`src/rtl/grf_wb.sv`:
```
// grf_wb: write-back side register file, 32 x 32-bit, two read ports.
// Optional same-cycle W->D bypass, plus a one-per-write commit log and counter.
module grf_wb #(
  parameter int          BYPASS   = 1,
  parameter logic [31:0] INIT_VAL = 32'h0
) (
  input  logic        clk,
  input  logic        reset,
  input  logic        WE_W,
  input  logic [4:0]  A3_W,
  input  logic [31:0] WD_W,
  input  logic [31:0] PC_W,
  input  logic [4:0]  A1_D,
  input  logic [4:0]  A2_D,
  output logic [31:0] RD1_D,
  output logic [31:0] RD2_D,
  output logic        commit_valid,
  output logic [31:0] commit_pc,
  output logic [4:0]  commit_reg,
  output logic [31:0] commit_data,
  output logic [31:0] commit_count
);

  logic [31:0] r_regs [1:31];
  logic        r_valid;
  logic [31:0] r_pc;
  logic [4:0]  r_reg;
  logic [31:0] r_data;
  logic [31:0] r_count;

  logic        w_byp_en;
  logic        w_wr_nz;
  logic        w_byp1;
  logic        w_byp2;

  // bypass only forwards a live write outside reset
  assign w_byp_en = (BYPASS != 0) && reset && WE_W;
  assign w_wr_nz  = WE_W && (A3_W != 5'd0);
  assign w_byp1   = w_byp_en && (A3_W == A1_D);
  assign w_byp2   = w_byp_en && (A3_W == A2_D);

  // register array: reset to INIT_VAL, $0 is never stored
  always_ff @(posedge clk) begin
    if (!reset) begin
      for (int i = 1; i < 32; i++) begin
        r_regs[i] <= INIT_VAL;
      end
    end else if (w_wr_nz) begin
      r_regs[A3_W] <= WD_W;
    end
  end

  // read port 1: $0 is hardwired zero, otherwise bypass or array
  always_comb begin
    RD1_D = 32'h0;
    if (A1_D != 5'd0) begin
      RD1_D = w_byp1 ? WD_W : r_regs[A1_D];
    end
  end

  // read port 2: same rules as port 1
  always_comb begin
    RD2_D = 32'h0;
    if (A2_D != 5'd0) begin
      RD2_D = w_byp2 ? WD_W : r_regs[A2_D];
    end
  end

  // commit record: pulse per write, payload held when idle
  always_ff @(posedge clk) begin
    if (!reset) begin
      r_valid <= 1'b0;
      r_pc    <= 32'h0;
      r_reg   <= 5'd0;
      r_data  <= 32'h0;
    end else begin
      r_valid <= WE_W;
      if (WE_W) begin
        r_pc   <= PC_W;
        r_reg  <= A3_W;
        r_data <= (A3_W == 5'd0) ? 32'h0 : WD_W;
      end
    end
  end

  // commit counter, wraps silently at 2^32
  always_ff @(posedge clk) begin
    if (!reset) begin
      r_count <= 32'h0;
    end else if (WE_W) begin
      r_count <= r_count + 32'd1;
    end
  end

  assign commit_valid = r_valid;
  assign commit_pc    = r_pc;
  assign commit_reg   = r_reg;
  assign commit_data  = r_data;
  assign commit_count = r_count;

endmodule

```
`config.mk`:
```
export PLATFORM = sky130hd
export DESIGN_NAME = grf_wb
export DESIGN_NICKNAME = d
export VERILOG_FILES = /design/src/rtl/grf_wb.sv
export SDC_FILE = /design/constraint.sdc
export NUM_CORES = 2
export LEC_CHECK = 0
export CELL_PAD_IN_SITES_DETAIL_PLACEMENT = 1
export CELL_PAD_IN_SITES_GLOBAL_PLACEMENT = 2
export CORE_ASPECT_RATIO = 1.75
export CORE_MARGIN = 3
export CORE_UTILIZATION = 49
export CTS_BUF_LIST = sky130_fd_sc_hd__clkbuf_8
export DETAILED_ROUTE_END_ITERATION = 12
export MAX_ROUTING_LAYER = met4
export PLACE_DENSITY_LB_ADDON = 0.1
export SLEW_MARGIN = 0
export SYNTH_ARGS = -nofsm -noshare
export SYNTH_HDL_FRONTEND = slang
export SYNTH_SLANG_ARGS = --single-unit
```
`constraint.sdc`:
```
create_clock -name clk -period 10.1 [get_ports clk]
set_input_delay 2.02 -clock clk [delete_from_list [all_inputs] [get_ports clk]]
set_output_delay 2.02 -clock clk [all_outputs]
set_load 0.01 [all_outputs]
```
==> parameters.txt <==
Parameter                              Value

Status
  Run status    finished, final reports clean

Synthesis
  Synthesized area    59900 µm²
  Number of flip-flops and latches in the synthesized netlist    1126
  Most common library cells after synthesis    sky130_fd_sc_hd__edfxtp_1, sky130_fd_sc_hd__and2_1, sky130_fd_sc_hd__mux4_2, sky130_fd_sc_hd__mux2i_1, sky130_fd_sc_hd__clkbuf_1
  Largest cells by area after synthesis    sky130_fd_sc_hd__edfxtp_1, sky130_fd_sc_hd__mux4_2, sky130_fd_sc_hd__and2_1
  Post-Synthesis Cells    4320
  Share of synthesized flip-flops with an asynchronous set or reset    0
  Count of flip-flops with a built-in enable after synthesis    1024
  Largest area contributor in the netlist    sky130_fd_sc_hd__edfxtp_1
  Sequential element share of the synthesized area    0.547
  Synth top area share    0.513
  Average footprint of a synthesized cell    13.9 µm²
  Main flop type after synthesis    sky130_fd_sc_hd__edfxtp_1
  Number of warnings issued by yosys    0
  Synth unique cells    62
  Cell with the most instances after synthesis    sky130_fd_sc_hd__edfxtp_1

CTS
  H-tree Lvls    4
  TritonCTS buffer count    170
  TritonCTS clock tree    done
  Total setup buffers inserted after CTS    0
  Clock transition at the registers of the reported paths    0.06 ns
  Clock sink count    1126
  Clock buffer depth    3
  Cell at the root of the clock tree    sky130_fd_sc_hd__clkbuf_8
  Clock insertion delay at the later pin of the skew report    0.90 ns
  Count of instances resized after the clock tree is built    0
  Post-CTS Hold Fix Bufs    0

Worst setup path
  Launching point of the worst reg2reg path    commit_count[0]
  Launch point of the critical path    A1_D[3]
  Required time worst endpoint    8.08 ns
  Cell mode on critical path    sky130_fd_sc_hd__buf_4
  Crit Path Class    in -> out
  Worst-case register-to-register setup slack    7.63 ns
  Critical path startpoint category    input pin
  Reg-to-reg endpoint    commit_count[30]
  Setup crit end kind    output pin
  Depth of the worst register-to-register path    7
  Critical path cell sequence    clkdlybuf4s50_1 > buf_4 > nor3_1 > nand2_2 > buf_4 > nand2_1 > buf_4 > o21ai_1 > clkdlybuf4s50_1
  Cell type of the slowest stage on the worst timing path    sky130_fd_sc_hd__nand2_1
  Largest stage delay on the critical path    0.91 ns
  CP arrival    6.06 ns
  Endpoint of the worst setup timing path    RD1_D[27]
  Largest driver fanout on the critical path    27

Floorplanning
  Number of cell rows    169
  Initial Utilization    0.494
  Core Footprint    121000 µm²
  Area of the die    127000 µm²
  Height of the die    469 µm
  Die W    270 µm
  Boundary pin count    248

Drt
  Post-detailed-route DRC marker count    0
  Final wirelength    233000 µm
  Top routing layer in use    met4
  Number of violations reported at the end of detailed-routing iteration 0    5199
  Detailed-route via count    42200
  M1 WL    84400 µm
  Detail Route met3 WL    22600 µm
  Via density per instance    6.74
  Final ANT Viol Nets    0
  Met2 WL post-DR    113000 µm
  First-pass iteration count of the detailed router    5
  Average routed wire per standard cell    37.2 µm

STA
  Hold_ws    0.519 ns
  Setup repair after global routing missed its margin    no
  Total setup violations reported at the end of the flow    0
  Final critical-path setup slack    2.02 ns
  Worst-Margin Slew    1.26 ns
  Total Negative Setup Slacks    0 ns
  Peak clock frequency supported by timing    124 MHz
  Clock Skews    0.0122 ns
  Min cycle time layout    8.08 ns
  Final cycle utilization of the critical path    0.800
  Max transition margin    0.157
  Hold Violations, Final    0
  Fin. max-slew vios    0

Placement
  Port Buffers    247
  Total half-perimeter wirelength after legalization and detailed placement    138000 µm
  Placed insts    5927
  Worst slack at placement    2.05 ns
  Post-detailed-placement cell area    64300 µm²
  GPL Wtd Cong    0.886

Final layout
  Nets@finish    4558
  Largest register by flop count    r_regs
  Post-layout instance area    67600 µm²
  Layout area overhead    12.8%
  Count of placed standard cells in the final layout, fillers left out    6256
  Max reg flops    1024
  Fraction of layout cells with a size suffix above 1    0.196

Global routing
  Overall global routing resource usage    0.376
  Initial antenna violation count    15
  First-pass GRT wire length    326000 µm
  Via count of the first global-routing pass    44300
  Pin count of the biggest net entering global routing    93
  Global route overflow    0

Power and ir drop
  Power Density    160 nW/µm²
  Worst VDD drop    0.000152 V
  Leak pwr    23.8 nW

Min path
  Classification of the worst-slack hold path    reg -> reg
  Hold path start    commit_pc[10]

Job
  Number of max-cap violations    0
[per-layer routing]
metal  track usage  vias up
li1              -    16700
met2         0.606     2643
met1         0.456    22200
met4         0.183        0
met5             -        -
met3        0.0779      680
[critical path, delay by kind of cell]
family                 cells  cell delay, ns
buffers and inverters      5            2.46
AND/OR/NAND/NOR            3            1.17
AO/OA/AOI/OAI              1            0.37
[cells in the final DEF, fill, tap and decap left out, types with 35 or more instances in the layout]
cell / instances
sky130_fd_sc_hd__mux2i_1: 334
sky130_fd_sc_hd__clkdlybuf4s50_1: 236
sky130_fd_sc_hd__dfxtp_1: 102
sky130_fd_sc_hd__clkbuf_8: 181
sky130_fd_sc_hd__nand2_1: 78
sky130_fd_sc_hd__a221oi_1: 116
sky130_fd_sc_hd__inv_1: 73
sky130_fd_sc_hd__and2_1: 982
sky130_fd_sc_hd__nor2b_1: 122
sky130_fd_sc_hd__nand3_1: 41
sky130_fd_sc_hd__nor3_1: 49
sky130_fd_sc_hd__o21ai_0: 81
sky130_fd_sc_hd__a21oi_1: 86
sky130_fd_sc_hd__clkinv_1: 35
sky130_fd_sc_hd__nor2_1: 61
sky130_fd_sc_hd__buf_4: 154
sky130_fd_sc_hd__mux4_2: 406
sky130_fd_sc_hd__edfxtp_1: 1024
[per-stage QoR]
step | total power [mW] | utilization
6_report | 10.8 | 0.557
5_1_grt | 11.1 | 0.557
2_1_floorplan | 6.40 | -
4_1_cts | 10.8 | 0.557
3_3_place_gp | 7.05 | 0.530
3_5_place_dp | 7.09 | 0.530
[worst min-delay path by stage]
| stage | to | slack [ns] | cells past startpoint |
|---|---|---|---|
| final | commit_pc[10] | 0.52 | 2 |
| after global routing | commit_pc[30] | 0.55 | 2 |
| after CTS | commit_pc[27] | 0.52 | 2 |
| after detailed placement | commit_reg[3] | 0.51 | 2 |
| after global placement | commit_pc[22] | 0.49 | 2 |
| after floorplan | commit_count[14] | 0.52 | 2 |
[power by group]
group | leakage (nW) | internal (mW) | switching (mW)
registers | 10.6 | 5.33 | 0.134
logic | 11.3 | 0.627 | 0.933
clock network | 1.88 | 1.87 | 1.92
total | 23.8 | 7.82 | 2.98
[layout make-up]
class / count / area, µm²
fillers: 11800 / 53800
flip-flops and latches: 1126 / 32800
clock buffers: 181 / 2490
inverters: 22 / 83.8
clock inverters: 133 / 782
diodes: 15 / 37.5
well taps: 1624 / 2030
repair buffers: 406 / 3790
multi-input cells: 2749 / 25600
[logic make-up after synthesis]
logic type                 Yosys count  share of synthesized area
AOI/OAI and AO/OA                  501                     0.0580
xor gates and xnor gates            35                    0.00512
adders and majority gates            1                   0.000209
buffers and inverters              476                     0.0385
DFF                               1126                      0.547
muxes                              750                      0.210
other                                1                  0.0000626
and+or+nand+nor                   1430                      0.141
(Power assumes the default switching activity.)
